$ cat config.mk
export PLATFORM = sky130hd
export DESIGN_NAME = m3_phase_step_gen
export DESIGN_NICKNAME = d
export VERILOG_FILES = /design/src/rtl/m3_phase_step_gen_pkg.sv /design/src/rtl/m3_phase_step_gen_step_table.sv /design/src/rtl/m3_phase_step_gen.sv
export SDC_FILE = /design/constraint.sdc
export NUM_CORES = 1
export LEC_CHECK = 0
export ABC_CLOCK_PERIOD_IN_PS = 13100
export CAP_MARGIN = 20
export CORE_ASPECT_RATIO = 0.6
export CORE_MARGIN = 8
export CORE_UTILIZATION = 55
export CTS_CLUSTER_DIAMETER = 80
export DETAILED_ROUTE_END_ITERATION = 12
export PLACE_DENSITY_LB_ADDON = 0.3
export SLEW_MARGIN = 20
export SYNTH_ARGS = -nofsm -noshare
export SYNTH_HDL_FRONTEND = slang
export SYNTH_SLANG_ARGS = --single-unit
$ cat constraint.sdc
create_clock -name clkI -period 13.1 [get_ports clkI]
set_input_delay 1.31 -clock clkI [delete_from_list [all_inputs] [get_ports clkI]]
set_output_delay 1.31 -clock clkI [all_outputs]
set_load 0.05 [all_outputs]
$ cat src/rtl/m3_phase_step_gen_pkg.sv
// Shared motor definitions: FSM encoding, six-step commutation table, gate bit order.
// Latency: n/a (constants and pure functions only).
// Backpressure: n/a.
package m3_phase_step_gen_pkg;

  typedef enum logic [1:0] {
    ST_IDLE  = 2'd0,
    ST_DEAD  = 2'd1,
    ST_DRIVE = 2'd2
  } state_t;

  // Smallest round length accepted from the speed calculator.
  localparam int LEN_MIN_DEF = 40;

  // Bit positions inside the 6-bit gate vector {AH,AL,BH,BL,CH,CL}.
  localparam int GATE_AH = 5;
  localparam int GATE_AL = 4;
  localparam int GATE_BH = 3;
  localparam int GATE_BL = 2;
  localparam int GATE_CH = 1;
  localparam int GATE_CL = 0;

  // Commutation patterns, indexed by step 0..5.
  localparam logic [5:0] STEP_TABLE [6] = '{
    6'b100100,
    6'b100001,
    6'b001001,
    6'b011000,
    6'b010010,
    6'b000110
  };

  // True when any phase would have both its high and low switch on.
  function automatic logic shoot_through(input logic [5:0] p);
    return (p[GATE_AH] & p[GATE_AL]) |
           (p[GATE_BH] & p[GATE_BL]) |
           (p[GATE_CH] & p[GATE_CL]);
  endfunction

endpackage

$ cat src/rtl/m3_phase_step_gen_step_table.sv
// Step-table lookup: pattern of the current step, next step in the chosen direction and its pattern.
// Latency: combinational.
// Backpressure: none.
module m3_step_table
  import m3_phase_step_gen_pkg::*;
(
  input  logic [2:0] i_step,
  input  logic       i_dir,
  output logic [5:0] o_pattern,
  output logic [2:0] o_next_step,
  output logic [5:0] o_next_pattern
);

  // Map a step index to its gate pattern; out-of-range steps drive nothing.
  function automatic logic [5:0] lookup(input logic [2:0] s);
    logic [5:0] p;
    case (s)
      3'd0:    p = STEP_TABLE[0];
      3'd1:    p = STEP_TABLE[1];
      3'd2:    p = STEP_TABLE[2];
      3'd3:    p = STEP_TABLE[3];
      3'd4:    p = STEP_TABLE[4];
      3'd5:    p = STEP_TABLE[5];
      default: p = 6'b000000;
    endcase
    return p;
  endfunction

  // Direction-aware modulo-6 successor plus both table lookups.
  always_comb begin
    o_next_step = 3'd0;
    if (i_step <= 3'd5) begin
      if (!i_dir) o_next_step = (i_step == 3'd5) ? 3'd0 : i_step + 3'd1;
      else        o_next_step = (i_step == 3'd0) ? 3'd5 : i_step - 3'd1;
    end
    o_pattern      = lookup(i_step);
    o_next_pattern = lookup(o_next_step);
  end

endmodule

$ cat src/rtl/m3_phase_step_gen.sv
// Open-loop six-step commutation generator with dead time and per-round pulse.
// Latency: outputs registered, one clkI after the deciding edge.
// Backpressure: none; workingI/m3forceStopI stop the sequence on the next edge.
module m3_phase_step_gen
  import m3_phase_step_gen_pkg::*;
#(
  parameter int DEAD_CYC = 4,
  parameter int LEN_MIN  = LEN_MIN_DEF
) (
  input  logic        clkI,
  input  logic        nRstI,
  input  logic        workingI,
  input  logic        m3forceStopI,
  input  logic        m3invRotateI,
  input  logic [31:0] roundLenI,
  output logic        nextRound_1O,
  output logic [5:0]  gateO,
  output logic [2:0]  stepIdxO
);

  state_t      r_state;
  logic [31:0] r_acc;
  logic [31:0] r_len;
  logic [5:0]  r_prev;
  logic [2:0]  r_dead;
  logic [2:0]  r_step;
  logic [5:0]  r_gate;
  logic        r_next_round;

  logic [5:0]  w_cur_pat;
  logic [2:0]  w_nxt_step;
  logic [5:0]  w_nxt_pat;
  logic [32:0] w_sum;
  logic [32:0] w_diff;
  logic        w_adv;
  logic [31:0] w_len_clamp;

  m3_step_table u_step_table (
    .i_step         (r_step),
    .i_dir          (m3invRotateI),
    .o_pattern      (w_cur_pat),
    .o_next_step    (w_nxt_step),
    .o_next_pattern (w_nxt_pat)
  );

  // Phase accumulator step, advance decision and clamped round length.
  always_comb begin
    w_sum       = {1'b0, r_acc} + 33'd6;
    w_diff      = w_sum - {1'b0, r_len};
    w_adv       = (w_sum >= {1'b0, r_len});
    w_len_clamp = (roundLenI < 32'(LEN_MIN)) ? 32'(LEN_MIN) : roundLenI;
  end

  // Main FSM: IDLE/DEAD/DRIVE with registered gate, step and round pulse.
  always_ff @(posedge clkI or negedge nRstI) begin
    if (!nRstI) begin
      r_state      <= ST_IDLE;
      r_acc        <= 32'd0;
      r_len        <= 32'(LEN_MIN);
      r_prev       <= 6'd0;
      r_dead       <= 3'd0;
      r_step       <= 3'd0;
      r_gate       <= 6'd0;
      r_next_round <= 1'b0;
    end else if (!workingI) begin
      // Disable wins over force-stop and also rewinds the step.
      r_state      <= ST_IDLE;
      r_acc        <= 32'd0;
      r_dead       <= 3'd0;
      r_step       <= 3'd0;
      r_gate       <= 6'd0;
      r_next_round <= 1'b0;
    end else if (m3forceStopI) begin
      r_state      <= ST_IDLE;
      r_acc        <= 32'd0;
      r_dead       <= 3'd0;
      r_gate       <= 6'd0;
      r_next_round <= 1'b0;
    end else begin
      r_next_round <= 1'b0;
      case (r_state)
        ST_IDLE: begin
          // Start with all gates off for a full dead interval.
          r_state <= ST_DEAD;
          r_len   <= w_len_clamp;
          r_prev  <= 6'd0;
          r_dead  <= 3'(DEAD_CYC);
          r_acc   <= 32'd0;
          r_gate  <= 6'd0;
        end
        ST_DEAD, ST_DRIVE: begin
          if (w_adv) begin
            r_acc   <= w_diff[31:0];
            r_step  <= w_nxt_step;
            r_prev  <= w_cur_pat;
            r_state <= ST_DEAD;
            r_dead  <= 3'(DEAD_CYC);
            r_gate  <= (shoot_through(w_cur_pat & w_nxt_pat)) ? 6'd0 : (w_cur_pat & w_nxt_pat);
            if (w_nxt_step == 3'd0) begin
              // Round boundary: report it and pick up the new speed.
              r_next_round <= 1'b1;
              r_len        <= w_len_clamp;
            end
          end else begin
            r_acc <= w_sum[31:0];
            if (r_state == ST_DEAD) begin
              if (r_dead <= 3'd1) begin
                r_state <= ST_DRIVE;
                r_dead  <= 3'd0;
                r_gate  <= (shoot_through(w_cur_pat)) ? 6'd0 : w_cur_pat;
              end else begin
                r_dead <= r_dead - 3'd1;
                r_gate <= (shoot_through(r_prev & w_cur_pat)) ? 6'd0 : (r_prev & w_cur_pat);
              end
            end else begin
              r_gate <= (shoot_through(w_cur_pat)) ? 6'd0 : w_cur_pat;
            end
          end
        end
        default: begin
          r_state <= ST_IDLE;
          r_gate  <= 6'd0;
        end
      endcase
    end
  end

  assign nextRound_1O = r_next_round;
  assign gateO        = r_gate;
  assign stepIdxO     = r_step;

endmodule

==> impl_summary.txt <==
----------------------------------------------------
[GRT]
  Aggregate global routing overflow ... 0
  Largest net degree at the start of global routing ... 65
  Wire length of the first global-routing pass ... 31.0 mm
  Initial antenna violation count ... 1
  Via count of the first global-routing pass ... slightly below 6,000
  Overall global routing resource usage ... 25.0%

[Routing]
  Total DRC errors in the routed layout ... 0
  Violation count after the first detailed-route iteration ... 586
  Routed len/inst ... 19.1 µm
  Final wirelength ... 19.2 mm
  Vias ... 6,261
  Vias per cell ... 6.21
  DRT antenna net count ... 0
  Number of optimization iterations in the first detailed-route pass ... 5

[STA]
  Hold Fails Final Rpt ... 0
  Slew HR ... 34.4%
  Setup repair after global routing missed its margin ... no
  Upper clock frequency limit ... around 0.17 GHz
  Post-layout min period ... roughly 6.0 ns
  Worst clock skew ... 0.00989 ns
  Final setup violation count ... 0
  Pin slew with the least headroom to its limit ... between 0.9 and 1 ns
  Max-slew violations ... 0
  Total negative setup slack ... 0 ns
  Post-route fraction of the period consumed by the critical path ... a little under half

[Critical path]
  Crit path buffers/inverters ... 3
  Cell-by-cell listing of the critical path ... inv_1 -> ha_1 -> nor3_1 -> nand2_1 -> nor2_1 -> nand4_1 -> xnor2_1 -> ha_1 -> nand4_1 -> nor3_1 -> nand4_1 -> o31ai_1 -> o21ai_0 -> o211a_1 -> buf_4 -> o22ai_4 -> buf_4 -> nor2_1 -> a31oi_1
  Startpoint Class ... flop
  Data arrival time of the critical path ... roughly 6.3 ns
  Cell family with most CP delay ... simple AND/OR/NAND/NOR gates
  Critical path's most frequent cell ... nand4_1
  Element type at the critical path end ... flop
  Master of the slowest instance on the critical path ... nor3_1
  CP max stage delay ... 0.67 ns
  CP Max Fanout ... 64
  Worst endpoint required time ... 13.36 ns
  Worst Setup Path Type ... flop to flop
  Flop-to-flop setup slack ... 7.06 ns

[Floorplanning]
  Core Footprint ... around 0.011 mm²
  Die boundary width ... between 150 and 200 µm
  Initial core utilization ... 56.6%
  Cell Rows ... 30
  Die Y ... 99.7 µm
  Die footprint ... around 0.015 mm²
  Boundary Pins ... 47

[Power and ir drop]
  Switching power ... 0.000225 W
  Worst ir drop on vdd ... between 60 and 70 µV
  Clock group share of total power ... a little over a third
  Switching share of total power ... 32.0%
  Static leakage ... 3.19 nW
  Power Dens Cells ... 96.4 mW/mm²
  Internal Power ... 0.000477 W
  Proportion of power drawn by combinational gates ... 22.7%
  Pwr Total ... 0.000702 W
  Seq pwr share ... 40.9%

[Yosys]
  Gate count of the mapped netlist ... ~820
  Top cells by area, synth ... dfrtp_1 (32%), ha_1 (7.4%), o21ai_0 (7.1%), nand2_1 (5.6%), a21oi_1 (5.2%)
  Post-synthesis cell type count ... 62
  Cell area after technology mapping ... about 0.0064 mm²
  Leading post-synthesis cells by instance count ... nand2_1 (96), o21ai_0 (91), dfrtp_1 (83), a21oi_1 (67), inv_1 (64)
  Most common cell in the netlist ... nand2_1
  Sequential element share of the synthesized area ... 33.2%
  Mapped Avg Cell Area ... about 8 µm²
  Count of flip-flops with a built-in enable after synthesis ... 0
  Syn nets ... 891
  Synth async-reset ratio ... 100%
  Flip-flop and latch count after synthesis ... between 80 and 90
  Top cell type by total area after synthesis ... dfrtp_1
  Synth top area share ... 32.4%
  Yosys warning count ... 0
  Top FF cell, synth ... dfrtp_1

[Cells and area]
  Antenna cells ... 0
  Fraction of layout instances using a drive strength above 1 ... 4.01%
  Signed area change from the synthesized netlist to the final layout ... 13.5%
  Net total in the final layout ... ~920

[Placement]
  DP Wirelength ... 14.5 mm
  Buffers added on ports ... 46
  Routability congestion estimate from global placement ... 0.926

[Clocking]
  Maximum root-to-sink buffer count ... 2
  Worst skew pair latency ... approximately 0.35 ns
  Count of instances resized after the clock tree is built ... 0
  Cts bufs inserted ... 9
  TritonCTS clock tree ... done
  Number of H-tree levels ... 3
  Reg clk slew, reported paths ... 0.07 ns
  TritonCTS sink count ... 85
  Hold-fix buffer count after cts ... 0
  Buffers inserted by post-CTS timing repair ... 0
  Root buffer cell ... clkbuf_16

[Outcome]
  Result of the run ... complete, no violations

[Flow run]
  Number of max-cap violations ... 0

[Worst hold path]
  Worst hold path class ... flop to flop

----------------------------------------------------
[path summary, 6_finish.rpt]
path | from | endpoint | depth (start not counted)
setup / recovery | r_acc[1] | r_len[5] | 19
hold / removal | r_dead[0] | r_dead[0] | 1
setup reg to reg | r_acc[1] | r_len[5] | 19
hold reg to reg | r_dead[0] | r_dead[0] | 1
max in group asynchronous | nRstI | r_acc[27] | 2
min in group asynchronous | nRstI | r_len[9] | 1
[layout by cell type (no fill, tap or decap), drive strengths merged, types with 11 or more instances in the layout]
master and count:
nand2 96, and3 14, xor2 18, clkdlybuf4s50 45
o22ai 12, ha 38, nand3 19, inv 67
dfrtp 83, xnor2 38, nor3 22, a21oi 67
o21ai 91, nand4 14, a21o 16, nor2 60
a31oi 11
[flip-flops by register name, indices dropped and copies added, names as in the netlist]
signal / cells
r_acc: 32
r_len: 32
gateO: 6
r_prev: 6
r_dead: 3
stepIdxO: 3
r_state: 2
nextRound_1O: 1
[per-stage QoR]
stage | hold slack, ns | util (%) | instance area [µm²] | setup WS, ns | std cells
after CTS | 0.498 | 64.2 | 7280 | 7.26 | 1008
after global placement | 0.468 | 61.7 | 6990 | 7.79 | 992
after detailed placement | 0.488 | 61.7 | 6990 | 7.35 | 992
after floorplan | 0.452 | - | 6420 | 8.81 | 815
final | 0.498 | 64.2 | 7280 | 7.06 | 1008
after global routing | 0.518 | 64.2 | 7280 | 6.59 | 1008
[area by class of cell]
| cell class | instances | area, µm² |
|---|---|---|
| multi-input cells | 629 | 3900 |
| flip-flops and latches | 85 | 2130 |
| repair buffers | 54 | 518 |
| fillers | 1043 | 4050 |
| clock inverters | 6 | 53.8 |
| inverters | 64 | 240 |
| well taps | 160 | 200 |
| clock buffers | 10 | 239 |
[worst reg2reg max path: cells and delay by family, from the launching register on]
| family | cells | cell delay [ns] |
|---|---|---|
| simple gates | 8 | 2.66 |
| compound gates | 5 | 1.02 |
| buf+inv | 3 | 0.93 |
| fa+ha+maj | 2 | 0.70 |
| flops | 1 | 0.43 |
| xor+xnor | 1 | 0.20 |
[kinds of logic (layout without fill, tap and decap cells)]
logic type      count (synthesis)  count (layout)  share of synthesized area, %
compound gates                262             262                          25.3
flops                          85              85                          33.2
simple gates                  269             269                          19.6
buf+inv                       101             134                          6.10
mux                             3               3                         0.468
xor+xnor                       56              56                          7.64
fa+ha+maj                      39              39                          7.72
[power groups by stage]
stage	clock (W)	combinational [W]	sequential [W]
6_report	0.000255	0.000160	0.000287
3_3_place_gp	0	0.000152	0.000292
2_1_floorplan	0	0.000106	0.000291
3_5_place_dp	0	0.000156	0.000292
5_1_grt	0.000269	0.000177	0.000289
4_1_cts	0.000258	0.000158	0.000287
[per-layer routing]
layer  global-route usage, %  wire length, µm  up-vias
met1                    35.2             8940     3000
met2                    37.1             8270      275
li1                        -                -     2957
met5                       0               13        -
met4                    6.23              250        2
met3                    6.54             1740       27
Power figures use the tool's default switching activity.
